File: config.mk
export PLATFORM = sky130hd
export DESIGN_NAME = ram_rd_streamer
export DESIGN_NICKNAME = d
export VERILOG_FILES = /design/src/rtl/ram_rd_streamer.sv
export SDC_FILE = /design/constraint.sdc
export NUM_CORES = 1
export LEC_CHECK = 0
export BUFFER_PORTS_ARGS = -buffer_cell sky130_fd_sc_hd__buf_2
export CAP_MARGIN = 30
export CELL_PAD_IN_SITES_DETAIL_PLACEMENT = 1
export CELL_PAD_IN_SITES_GLOBAL_PLACEMENT = 2
export CORE_MARGIN = 2
export CORE_UTILIZATION = 21
export CTS_CLUSTER_SIZE = 25
export DETAILED_ROUTE_END_ITERATION = 7
export GPL_TIMING_DRIVEN = 1
export PLACE_DENSITY_LB_ADDON = 0.1
export SYNTH_ARGS = -nofsm -noshare
export SYNTH_HDL_FRONTEND = slang
export SYNTH_SLANG_ARGS = --single-unit
File: constraint.sdc
create_clock -name i_clk -period 1.99 [get_ports i_clk]
set_input_delay 0 -clock i_clk [delete_from_list [all_inputs] [get_ports i_clk]]
set_output_delay 0 -clock i_clk [all_outputs]
set_load 0.02 [all_outputs]
File: src/rtl/ram_rd_streamer.sv
// Read-side streamer for the vector RAM.
// Accepts a (base, length) command, walks consecutive RAM addresses with wrap-around,
// registers each vector and presents it on a valid/ready stream. Backpressure stalls
// the walk without dropping or repeating beats.
module ram_rd_streamer #(
    parameter int unsigned VEC_WIDTH  = 264,
    parameter int unsigned ARR_DEPTH  = 2048,
    parameter int unsigned ADDR_WIDTH = $clog2(ARR_DEPTH),
    parameter int unsigned LEN_WIDTH  = ADDR_WIDTH + 1
) (
    input  logic                  i_clk,
    input  logic                  i_rst,
    input  logic                  i_start,
    input  logic [ADDR_WIDTH-1:0] i_base_addr,
    input  logic [LEN_WIDTH-1:0]  i_len,
    output logic                  o_busy,
    output logic                  o_done,
    output logic [ADDR_WIDTH-1:0] o_ram_addr,
    input  logic [VEC_WIDTH-1:0]  i_ram_data,
    output logic [VEC_WIDTH-1:0]  o_data,
    output logic                  o_valid,
    output logic                  o_last,
    input  logic                  i_ready
);

    typedef enum logic [1:0] {
        StIdle   = 2'd0,
        StStream = 2'd1,
        StDone   = 2'd2
    } state_e;

    localparam logic [LEN_WIDTH-1:0]  MaxLen   = LEN_WIDTH'(ARR_DEPTH);
    localparam logic [ADDR_WIDTH-1:0] LastAddr = ADDR_WIDTH'(ARR_DEPTH - 1);

    state_e                state_q, state_d;
    logic [ADDR_WIDTH-1:0] addr_q, addr_d;
    logic [LEN_WIDTH-1:0]  rem_q, rem_d;
    logic [VEC_WIDTH-1:0]  data_q, data_d;
    logic                  valid_q, valid_d;
    logic                  last_q, last_d;

    logic                  fetch;
    logic                  accept;
    logic [LEN_WIDTH-1:0]  len_clamped;
    logic [ADDR_WIDTH-1:0] addr_inc;

    // Handshake decode, length clamp and wrapping address increment.
    always_comb begin
        accept      = valid_q & i_ready;
        // A new beat may be loaded when the output slot is empty or is being drained.
        fetch       = (state_q == StStream) && (rem_q != '0) && (!valid_q || i_ready);
        len_clamped = (i_len > MaxLen) ? MaxLen : i_len;
        // Explicit compare keeps the wrap correct for non-power-of-2 depths.
        addr_inc    = (addr_q == LastAddr) ? '0 : addr_q + ADDR_WIDTH'(1);
    end

    // Next-state logic for the burst FSM and the output beat register.
    always_comb begin
        state_d = state_q;
        addr_d  = addr_q;
        rem_d   = rem_q;
        data_d  = data_q;
        valid_d = valid_q;
        last_d  = last_q;

        case (state_q)
            StIdle: begin
                if (i_start) begin
                    addr_d  = i_base_addr;
                    rem_d   = len_clamped;
                    state_d = (len_clamped == '0) ? StDone : StStream;
                end
            end

            StStream: begin
                if (fetch) begin
                    // Capture at the fetch edge; later RAM writes cannot alter this beat.
                    data_d  = i_ram_data;
                    valid_d = 1'b1;
                    last_d  = (rem_q == LEN_WIDTH'(1));
                    addr_d  = addr_inc;
                    rem_d   = rem_q - LEN_WIDTH'(1);
                end else if (accept) begin
                    valid_d = 1'b0;
                    last_d  = 1'b0;
                end

                // The final beat leaves the slot empty because rem is already zero.
                if (accept && last_q) begin
                    state_d = StDone;
                end
            end

            StDone: begin
                valid_d = 1'b0;
                last_d  = 1'b0;
                state_d = StIdle;
            end

            default: begin
                state_d = StIdle;
                valid_d = 1'b0;
                last_d  = 1'b0;
            end
        endcase
    end

    // State and datapath registers with synchronous reset; reset aborts any burst.
    always_ff @(posedge i_clk) begin
        if (i_rst) begin
            state_q <= StIdle;
            addr_q  <= '0;
            rem_q   <= '0;
            data_q  <= '0;
            valid_q <= 1'b0;
            last_q  <= 1'b0;
        end else begin
            state_q <= state_d;
            addr_q  <= addr_d;
            rem_q   <= rem_d;
            data_q  <= data_d;
            valid_q <= valid_d;
            last_q  <= last_d;
        end
    end

    // Status and stream outputs come straight from registers.
    always_comb begin
        o_busy     = (state_q == StStream);
        o_done     = (state_q == StDone);
        o_ram_addr = addr_q;
        o_data     = data_q;
        o_valid    = valid_q;
        o_last     = last_q;
    end

endmodule

## After elaboration in Yosys (flattened, before gate mapping)

Cells that the tools add are included.

| storage, ports and cells | value |
|---|---|
| bits in read-only memories | 0 |
| output and inout bits | 279 |
| memories | 0 |
| register bits | 291 |
| input bits | 291 |
| latch bits | 0 |
| logic and storage cells | 49 |
| RAM bits | 0 |

| cells by class | value |
|---|---|
| equality and inequality tests | 8 |
| multiplexer cells | 17 |
| order comparisons | 1 |
| $mul | 0 |
| bitwise operators | 2 |
| div/mod/pow operators | 0 |
| add/subtract/negate cells | 2 |
| shift operators | 0 |
| reductions and logical operators | 13 |

Operators by type and width:

| kind | number |
|---|---|
| $mux 12 | 3 |
| $mux 11 | 3 |
| $pmux 12 s2 | 1 |
| $pmux 11 s2 | 1 |
| $eq 12x1->1 const B | 1 |
| $gt 12x12->1 const B | 1 |
| $logic_not 12->1 | 1 |
| $reduce_bool 12->1 | 1 |
| $sub 12x1->12 const B | 1 |
| $add 11x1->11 const B | 1 |
| $eq 11x11->1 const B | 1 |
| $mux 2 | 3 |
| $reduce_and 2->1 | 3 |
| $ne 2x1->1 const B | 2 |
| $pmux 1 s2 | 2 |
| $pmux 2 s2 | 1 |
| $logic_and 1x1->1 | 3 |
| $mux 1 | 3 |
| $ne 3x1->1 const B | 1 |
| $reduce_and 3->1 | 1 |
| $eq 2x1->1 const B | 1 |
| $eq 2x2->1 const B | 1 |
| $logic_not 2->1 | 1 |
| $ne 2x2->1 const B | 1 |
| 5 further kinds | 5 |

## Depth between registers and ports, before layout

| depth | value |
|---|---|
| word-level depth | 6 |
| mapped depth | 9 |
| depth with buffers taken out | 7 |

## Worst setup path after synthesis

No wires, ideal clock.

| path | value |
|---|---|
| kind | register to register |
| start point | register rem_q[0] |
| end point | register rem_q[9] |
| arrival time | 1.771 ns |
| buffers on the path | 1 |
| period minus slack after synthesis | 1.904 ns |
| library setup time | 0.132 ns |
| setup slack | 0.086 ns |
| cell stages (with the launch flop) | 7 |
| data required time | 1.858 ns |
| path through | dfxtp_1 > or4_4 > or3_1 > clkbuf_2 > o41a_1 > o21ai_1 > a21oi_1 |

| on the way | value |
|---|---|
| longest elaborated chain between the ends | 5 |
| elaborated cells on any way between the ends | 8 |
| classes of those cells | add/sub: 1; eq/ne: 1; mux: 2; reduce/logical: 4 |

RTL lines:

| element | RTL line | RTL |
|---|---|---|
| start: declaration | 37 | `logic [LEN_WIDTH-1:0] rem_q, rem_d;` |
| start signal: assignment | 120 | `rem_q <= rem_d;` |
| branches (longest 5 deep; another with $sub 12x1->12) | - |  |

Several ways; the timed one is not identified. The select of a mux whose other input is x is not followed.
A chain may end at the register's enable or synchronous reset.

## Worst setup path in the final report

Ends and elaborated chain as after synthesis.

==> metrics <==
status finished, final reports clean; Yosys top cell area share a little over half; switching pwr 6.465 mW; Avg Cell Area, Syn roughly 7.8 um2; DR pass1 iterations 4; crit-path max cell delay between 0.5 and 0.6 ns; slowest library cell on the worst path or4_4; Pleak around 8.6 nW; Post-synth ARST share 0%; Clock Latency Late Sink 0.54 ns; final wirelength roughly 55 mm; Top Family by Delay on Critical Path simple AND/OR/NAND/NOR gates; port bufs approximately 570; FP Rows 82; Boundary Pins 570; crit path capture type flop; hpwl dp ~38 mm; Buffers & Inverters on Critical Path 0; layout cells sized above 1 roughly a third; Hold WC Path Type primary input to flop; measured slew at the worst slew-check pin about 0.67 ns; DR vias ~13000; gr usage total 19.23%; Slew headroom a little under three fifths; fin crit period ~1.9 ns; clock network power share between 30% and 40%; Data arrival, critical path approximately 2.4 ns; initial antenna violation count 2; initial drt markers ~350; RSZ-0062 raised after global routing true; number of synthesized flops with an enable pin 0; Slew Limit Fails 0; Core ar. slightly above 50000 um2; Final GP Congestion about 0.79; H-tree depth 2; largest cells by area after synthesis dfxtp_1 (54%), nand2_1 (19%), a21oi_1 (13%), buf_2 (2.5%), clkbuf_1 (1.7%); Num CTS Buffers 37; final setup violation count 0; CP Max Fanout 6; Sequential Power Share around 36%; top cells by count, synth nand2_1 (558), dfxtp_1 (291), a21oi_1 (286); CP cell instances or4_4, or3_4, o41a_1, o21ai_2, a21oi_1; count leader, synth nand2_1; starting density of the core a little over a fifth; # DRC 0; vias in the first global route 13510; Max clock buf depth 3; pwr/cell area about 1000 nW/um2; mapped cell area 10760 um2; total die area 53050 um2; Distinct cells, synth 43; Clk pin slew, worst setup/hold paths roughly 0.06 ns; Die X ~230 um; Peak VDD IR ~570 uV; fmax about 0.5 GHz; Die Ht 230.3 um; Main synth FF type dfxtp_1; register area share after synthesis between 50% and 60%; CP Launch Type flop; final period utilization between 90% and 100%; post-route ant nets 0; CTS tree yes; switch share between 30% and 40%; synthesized instance count between 1000 and 1500; Gate power share ~31%; pre-CTS WS -0.02415 ns; routed vias/inst 4.335; final hold viol count 0; Yosys reg bits between 200 and 300; fin worst setup slack 0.04790 ns; Util after Layout 38.49%; total grt overflow 0; critical path class flop to flop; Final #Nets around 2600; global-route wire length before repair around 80 mm; Area growth syn-to-layout 80.22%; warnings from Yosys 0; Pwr Total roughly 19 mW; Data required, critical path 2.41 ns; clk_skew ~0.018 ns; largest net degree at the start of global routing 85; wire per inst ~18 um; CTS Sinks about 290; Power Internal between 10 and 15 mW; Clock Tree Root clkbuf_16; Syn Nets roughly 1700; Max-Cap Viols 0; cell taking the most area after synthesis dfxtp_1
[worst register-to-register path, cell delays in order (launching register included)]
cell and delay [ns]:
dfxtp_2 0.34, or4_4 0.55, or3_4 0.42, o41a_1 0.34, o21ai_2 0.12, a21oi_1 0.07
[cells by family after synthesis]
kind of cell | synth area share, %
flops | 54.15
xor+xnor | 0.08143
buf+inv | 4.617
simple gates | 23.89
compound gates | 16.79
fa+ha+maj | 0.4652
[placed cells by master (no fill, tap or decap), types with 5 or more instances in the layout]
cell and count:
a21oi_2 7, dfxtp_1 287, buf_12 17, clkbuf_8 5, buf_6 8, buf_4 55, clkinv_2 7, a21oi_1 279
clkbuf_16 47, nand3_1 6, nor3b_1 7, clkbuf_1 6, nor3_1 11, buf_2 568, nor4_1 5, nor2_1 13
inv_1 7, dlygate4sd3_1 292, o21ai_0 20, nand2_1 558, nand3b_1 6
[through the flow]
stage / hold WS, ns / cells / cell area (um2) / TNS (ns)
2_1_floorplan: 0.1360 / 1387 / 10760 / 0
3_3_place_gp: 0.2399 / 2596 / 14790 / -0.1636
4_1_cts: 0.2088 / 2949 / 18880 / 0
5_1_grt: 0.2332 / 2972 / 19390 / -0.1325
3_5_place_dp: 0.2482 / 2596 / 14790 / -0.2120
6_report: 0.2494 / 2972 / 19390 / 0
[metal layers]
| layer | track usage (%) | wire, um | share of wire [%] |
|---|---|---|---|
| met1 | 22.36 | 22650 | 42 |
| met2 | 33.70 | 26660 | 49 |
| met3 | 5.138 | 3403 | 6.2 |
| met4 | 7.198 | 1845 | 3.4 |
| met5 | 0 | 0 | 0 |
[power groups by stage]
stage / clock, mW / combinational (mW) / sequential [mW]
5_1_grt: 6.98 / 6.47 / 7.00
4_1_cts: 6.76 / 5.49 / 6.89
2_1_floorplan: 0 / 1.90 / 7.77
3_5_place_dp: 0 / 4.99 / 7.01
6_report: 6.50 / 5.95 / 6.91
3_3_place_gp: 0 / 4.96 / 6.98
[flip-flops by register name, indices dropped and copies added, names as in the netlist]
register and cells:
o_data 264, rem_q 12, o_ram_addr 11, state_q 2, o_last 1, o_valid 1
[final timing paths]
| path | startpoint | endpoint | slack, ns | cells past startpoint |
|---|---|---|---|---|
| hold reg to reg | o_data[100]$_SDFFE_PP0P_ | o_data[100]$_SDFFE_PP0P_ | 0.45 | 2 |
| hold / removal | i_ram_data[257] | o_data[257]$_SDFFE_PP0P_ | 0.25 | 4 |
| setup reg to reg | rem_q[0]$_SDFFE_PP0P_ | rem_q[9]$_SDFFE_PP0P_ | 0.05 | 5 |
| setup / recovery | rem_q[0]$_SDFFE_PP0P_ | rem_q[9]$_SDFFE_PP0P_ | 0.05 | 5 |
[timing repair]
item / CTS / global route
setup buffers: 0 / 10
endpoints found under the setup margin: 44 / 232
hold endpoints to repair: 291 / 0
hold buffers: 293 / 0
resized for setup: 1 / 45
pin swaps: 0 / 9
gates cloned: 0 / 12
[layout make-up]
cell class	instances	area, um2
Clock inverter	10	81.33
Inverter	7	26.28
Timing Repair Buffer	956	6979
Fill cell	6141	30990
Multi-Input combinational cell	984	4557
Clock buffer	50	1067
Antenna cell	2	5.005
Sequential cell	291	5831
Tap cell	672	840.8
Note: power is estimated with default switching activity, not from simulation.
